<file path="config.mk">
export PLATFORM = sky130hd
export DESIGN_NAME = fwft_read_controller
export DESIGN_NICKNAME = d
export VERILOG_FILES = /design/src/rtl/fwft_read_controller.sv
export SDC_FILE = /design/constraint.sdc
export NUM_CORES = 1
export LEC_CHECK = 0
export CORE_MARGIN = 2
export CORE_UTILIZATION = 42
export CTS_CLUSTER_DIAMETER = 40
export DETAILED_ROUTE_END_ITERATION = 6
export HOLD_SLACK_MARGIN = 0.12
export PLACE_DENSITY = 0.73
export SYNTH_ARGS = -nofsm -noshare
export SYNTH_HDL_FRONTEND = slang
export SYNTH_SLANG_ARGS = --single-unit
</file>
<file path="constraint.sdc">
create_clock -name clk -period 1.9 [get_ports clk]
set_input_delay 0.285 -clock clk [delete_from_list [all_inputs] [get_ports clk]]
set_output_delay 0.285 -clock clk [all_outputs]
set_load 0.02 [all_outputs]
</file>
<file path="src/rtl/fwft_read_controller.sv">
// First-word-fall-through read sequencer for a 1-cycle-latency standard FIFO, with a 2-entry output/skid buffer.
// Optional FWFT_UNDERFLOW_FLAG_EN adds a sticky underflow output for pops made while out_valid=0.
module fwft_read_controller #(
  parameter int unsigned DATA_WIDTH = 8
) (
  input  logic                  clk,
  input  logic                  reset,
  input  logic                  fifo_empty,
  input  logic [DATA_WIDTH-1:0] fifo_dout,
  output logic                  fifo_rd_en,
  input  logic                  out_rd_en,
  output logic [DATA_WIDTH-1:0] out_data,
  output logic                  out_valid,
`ifdef FWFT_UNDERFLOW_FLAG_EN
  output logic                  underflow,
`endif
  output logic [1:0]            buf_count
);

  typedef enum logic [1:0] {
    EMPTY = 2'd0,
    ONE   = 2'd1,
    TWO   = 2'd2
  } occ_t;

  occ_t                  occ;
  logic                  inflight;
  logic [DATA_WIDTH-1:0] skid;
  logic                  pop_c;
  logic [2:0]            level_c;

  // Buffer level after this cycle if no new read were issued; pops need out_valid so it never wraps.
  assign pop_c      = out_rd_en & out_valid;
  assign level_c    = 3'(occ) + 3'(inflight) - 3'(pop_c);
  assign fifo_rd_en = ~reset & ~fifo_empty & (level_c <= 3'd1);
  assign buf_count  = occ;

  always_ff @(posedge clk) begin
    if (reset) begin
      occ       <= EMPTY;
      inflight  <= 1'b0;
      out_valid <= 1'b0;
      out_data  <= '0;
      skid      <= '0;
    end else begin
      inflight  <= fifo_rd_en;
      occ       <= occ_t'(level_c[1:0]);
      out_valid <= (level_c != 3'd0);
      // Route the returning word: straight to the head when the head is free or being popped.
      case (occ)
        EMPTY: begin
          if (inflight) out_data <= fifo_dout;
        end
        ONE: begin
          if (inflight && pop_c)  out_data <= fifo_dout;
          else if (inflight)      skid     <= fifo_dout;
        end
        TWO: begin
          if (pop_c) out_data <= skid;
        end
        default: ;
      endcase
      assert (!(occ == TWO && inflight));
    end
  end

`ifdef FWFT_UNDERFLOW_FLAG_EN
  // Sticky record of any pop attempted against an empty buffer.
  always_ff @(posedge clk) begin
    if (reset) begin
      underflow <= 1'b0;
    end else if (out_rd_en && !out_valid) begin
      underflow <= 1'b1;
    end
  end
`endif

endmodule

</file>
# After elaboration in Yosys (flattened, before gate mapping)
# Cells that the tools add are included.
# word_totals
register_bits	20
# op_classes
n_reduce_logical	6
n_addsub	2
n_mux	4
bitwise_logic	6
eq_ne	5
magnitude_cmp	1
# ops
cell	count
$mux W8	3
$pmux W8 S3	1
$ne A2 B2 Y1 const B	3
$reduce_bool A3 Y1	2
$reduce_and A4 Y1	1
$add A2 B1 Y3	1
$and A1 B1 Y1	3
$le A3 B1 Y1 const B	1
$not A1 Y1	3
$reduce_and A3 Y1	1
$sub A3 B1 Y3	1
$eq A2 B1 Y1 const B	1
$eq A2 B2 Y1 const B	1
$logic_not A2 Y1	1
$logic_and A1 B1 Y1	1

# Depth between registers and ports, before layout
# logic_depth
depth_word	4
ltp_mapped	8
depth_no_buf	8

# Worst setup path before layout
# Ideal clock, no wire load.
# synth_timing
kind	register -> output
from	register out_valid
to	output fifo_rd_en
t_required_ns	1.615
setup_slack_ns	-0.585
path_buffers	0
t_arrival_ns	2.200
stages_incl_launch_ff	7
path_cell_list	dfxtp_1 -> nand2_1 -> ha_1 -> inv_1 -> ha_1 -> fa_1 -> nor4_1
# synth_via
elab_chain_cells	4
# synth_lines
element	line	rtl
start: declaration	13	output logic out_valid,
start signal: assignment	48	out_valid <= (level_c != 3'd0);
$and A1 B1 Y1	33	assign pop_c = out_rd_en & out_valid;
$sub A3 B1 Y3	34	assign level_c = 3'(occ) + 3'(inflight) - 3'(pop_c);
net level_c[1]	30	logic [2:0] level_c;
$le A3 B1 Y1	35	assign fifo_rd_en = ~reset & ~fifo_empty & (level_c <= 3'd1);
$and A1 B1 Y1	35	
end: declaration	10	output logic fifo_rd_en,
# The timed path passes the listed nets, and every way through them passes these cells.

# Final worst setup path
# Same ends and word-level chain as after synthesis.

==> impl_metrics.py <==
metrics = {
    "logic_synthesis": {
        "synth_seq_cells": 20,
        "yosysMostFrequentCell": "dfxtp_1",
        "ys_types": 24,
        "syn_inst": 87,
        "yosys.area.top_type": "dfxtp_1",
        "yosysWarnings": 0,
        "synth_flop_cell": "dfxtp_1",
        "netlist_area_um2": 952,
        "netlist_top_cells_area": "dfxtp_1, mux2i_1, a211oi_2, a211oi_1, nor2_1",
        "synth_common_cells": "dfxtp_1, mux2i_1, nor2_1",
        "ys_seq_area_share_pct": 42.0,
        "synth_top_cell_area_share_pct": 42.0,
        "ys_async_sr_fraction_pct": 0,
        "synth.avg_cell_area_um2": 10.9,
        "synth_edf_count": 0,
        "synth_fp_nets": 102,
    },
    "detailed_routing": {
        "vias": 761,
        "remaining_drc_errors": 0,
        "first_pass_iters": 4,
        "routed_via_density": 5.18,
        "ant_nets": 0,
        "drt_iter0_drc": 5,
        "wire_per_inst_um": 14.6,
        "wl_um": 2150,
    },
    "timing": {
        "final-hold-violation-count": 0,
        "skew_ps": 14.6,
        "drv_slew": 0,
        "fin_crit_sh_pct": 123,
        "setup_viol": 4,
        "worst_pin_slew_ps": 355,
        "finalCriticalPeriod_ps": 2340,
        "fmax_mhz": 427,
        "hold_ws_ps": 509,
        "rsz0062_at_grt": "yes",
        "relSlewSlack_pct": 76.2,
        "fin_ws_ps": -441,
    },
    "placed_design": {
        "io_buffers": 23,
        "gp_congestion": 0.739,
        "dp.cells": 140,
        "dp_hpwl_um": 1590,
        "placed_area_um2": 1310,
    },
    "critical_path": {
        "crit_fanout": 2,
        "r2r_slack_ps": -130,
        "cp-start-kind": "flip-flop",
        "reg2reg_to": "out_valid$_SDFF_PP0_",
        "r2r_start": "out_valid$_SDFF_PP0_",
        "cp.arrival_ps": 2060,
        "endpoint_kind": "output pin",
        "worstPathRequired_ps": 1620,
        "r2r_cells": 10,
        "path_class": "reg2out",
    },
    "layout": {
        "final_area_um2": 1400,
        "layout.cells.non_filler": 147,
        "num-nets-final": 135,
        "syn2layout_area_growth_pct": 46.5,
        "drive_gt1_share_pct": 31.1,
        "n_antenna_cell": 0,
        "final_core_util_pct": 64.3,
    },
    "cts": {
        "cts_inserted_buffers": 3,
        "clockBufferDepth": 2,
        "htree_levels": 1,
        "cts-root-buf": "clkbuf_4",
        "insertion_delay_ps": 290,
        "cts_hold_buf": 0,
        "cts.clk_slew.worst_paths_ps": 120,
        "clkSinkCount": 20,
        "cts_tree": "done",
    },
    "hold_path": {
        "min_from": "skid[5]$_SDFFE_PP0P_",
        "min_to": "skid[5]$_SDFFE_PP0P_",
        "min_path_type": "reg2reg",
        "whs_path_depth": 2,
    },
    "global_routing": {
        "grt.busiest_layer": "met2",
        "overflow": 0,
        "grt_max_degree": 21,
        "grt_use_total_pct": 19.0,
        "antenna_found_initial": 0,
        "grt_pass1_wl_um": 3670,
        "use_met3_pct": 3.45,
        "grt_pass1_vias": 763,
        "grt_use_met2_pct": 32.9,
        "met1_usage_pct": 22.7,
    },
    "job": {
        "maxCapViolations": 0,
    },
    "floorplan": {
        "die-width_um": 51.6,
        "io_pins": 24,
        "dieArea_um2": 2660,
        "coreArea_um2": 2170,
        "row_count": 17,
        "start_util_pct": 43.9,
        "die_y_um": 51.6,
    },
    "power_and_ir_drop": {
        "finalPower_mw": 2.28,
        "p_leak_nw": 0.614,
        "peakVddDrop_v": 0.00138,
        "power_density_nw_per_um2": 1630,
    },
    "status": {
        "violations": "setup timing",
        "status": "finished, violations left",
    },
}
state kept, by name (all words and copies together) (netlist names):
signal / count
out_data: 8
skid: 8
buf_count: 2
inflight: 1
out_valid: 1
placed cells by master, fill, tap and decap left out, types with 2 or more instances in the layout:
| cell type | instances |
|---|---|
| a211oi_1 | 8 |
| buf_6 | 2 |
| nor2_1 | 9 |
| clkbuf_4 | 3 |
| clkdlybuf4s50_1 | 21 |
| mux2i_1 | 16 |
| a211oi_2 | 8 |
| dfxtp_1 | 19 |
| buf_4 | 10 |
| ha_4 | 2 |
| nor2b_1 | 3 |
cells by family (layout without fill, tap and decap cells):
kind of cell | Yosys count | after routing | synth area share, %
flops | 20 | 20 | 42.0
simple gates | 20 | 20 | 11.2
buf+inv | 9 | 41 | 4.86
mux | 16 | 16 | 16.8
compound gates | 18 | 18 | 19.4
fa+ha+maj | 3 | 3 | 4.73
xor+xnor | 1 | 1 | 0.920
final cells by class:
| class | instances | area, µm² |
|---|---|---|
| Sequential cell | 20 | 404 |
| Timing Repair Buffer | 35 | 337 |
| Fill cell | 186 | 774 |
| Multi-Input combinational cell | 58 | 586 |
| Clock buffer | 4 | 26.3 |
| Inverter | 2 | 7.51 |
| Tap cell | 28 | 35.0 |
through the flow:
step	setup WS, ps	TNS [ps]
3_3_place_gp	-1050	-2090
2_1_floorplan	-135	-135
4_1_cts	-469	-469
5_1_grt	-544	-991
6_report	-441	-715
3_5_place_dp	-1100	-2360
power breakdown:
| group | total, mW | internal [mW] | switching (mW) |
|---|---|---|---|
| logic | 1.46 | 0.779 | 0.680 |
| clock network | 0.202 | 0.0815 | 0.121 |
| registers | 0.616 | 0.537 | 0.0792 |
worst max-delay path, cell delays in order, from the launching register on:
cell and delay, ps:
dfxtp_4 380, nand2_4 60, ha_4 260, inv_2 40
ha_4 140, fa_2 450, nor4_4 250, buf_4 180
metal layers:
metal / wire [µm] / share of wire [%] / vias up
met3: 72 / 3.4 / 2
met5: 0 / 0 / -
met1: 914 / 43 / 362
li1: - / - / 382
met4: 16 / 0.75 / 0
met2: 1140 / 53 / 15
what timing repair did:
item	CTS	global route
pin swaps	2	1
setup endpoints to repair	4	4
resized for setup	9	3
cloned	0	0
setup buffers	1	2
how the worst max path moves through the flow:
stage	from	end	cells past startpoint
after global routing	out_valid$_SDFF_PP0_	fifo_rd_en	7
after floorplan	out_valid$_SDFF_PP0_	fifo_rd_en	6
after detailed placement	out_rd_en	fifo_rd_en	8
final	out_valid$_SDFF_PP0_	fifo_rd_en	7
after CTS	out_valid$_SDFF_PP0_	fifo_rd_en	7
after global placement	out_rd_en	fifo_rd_en	8
Note: power is estimated with default switching activity, not from simulation.
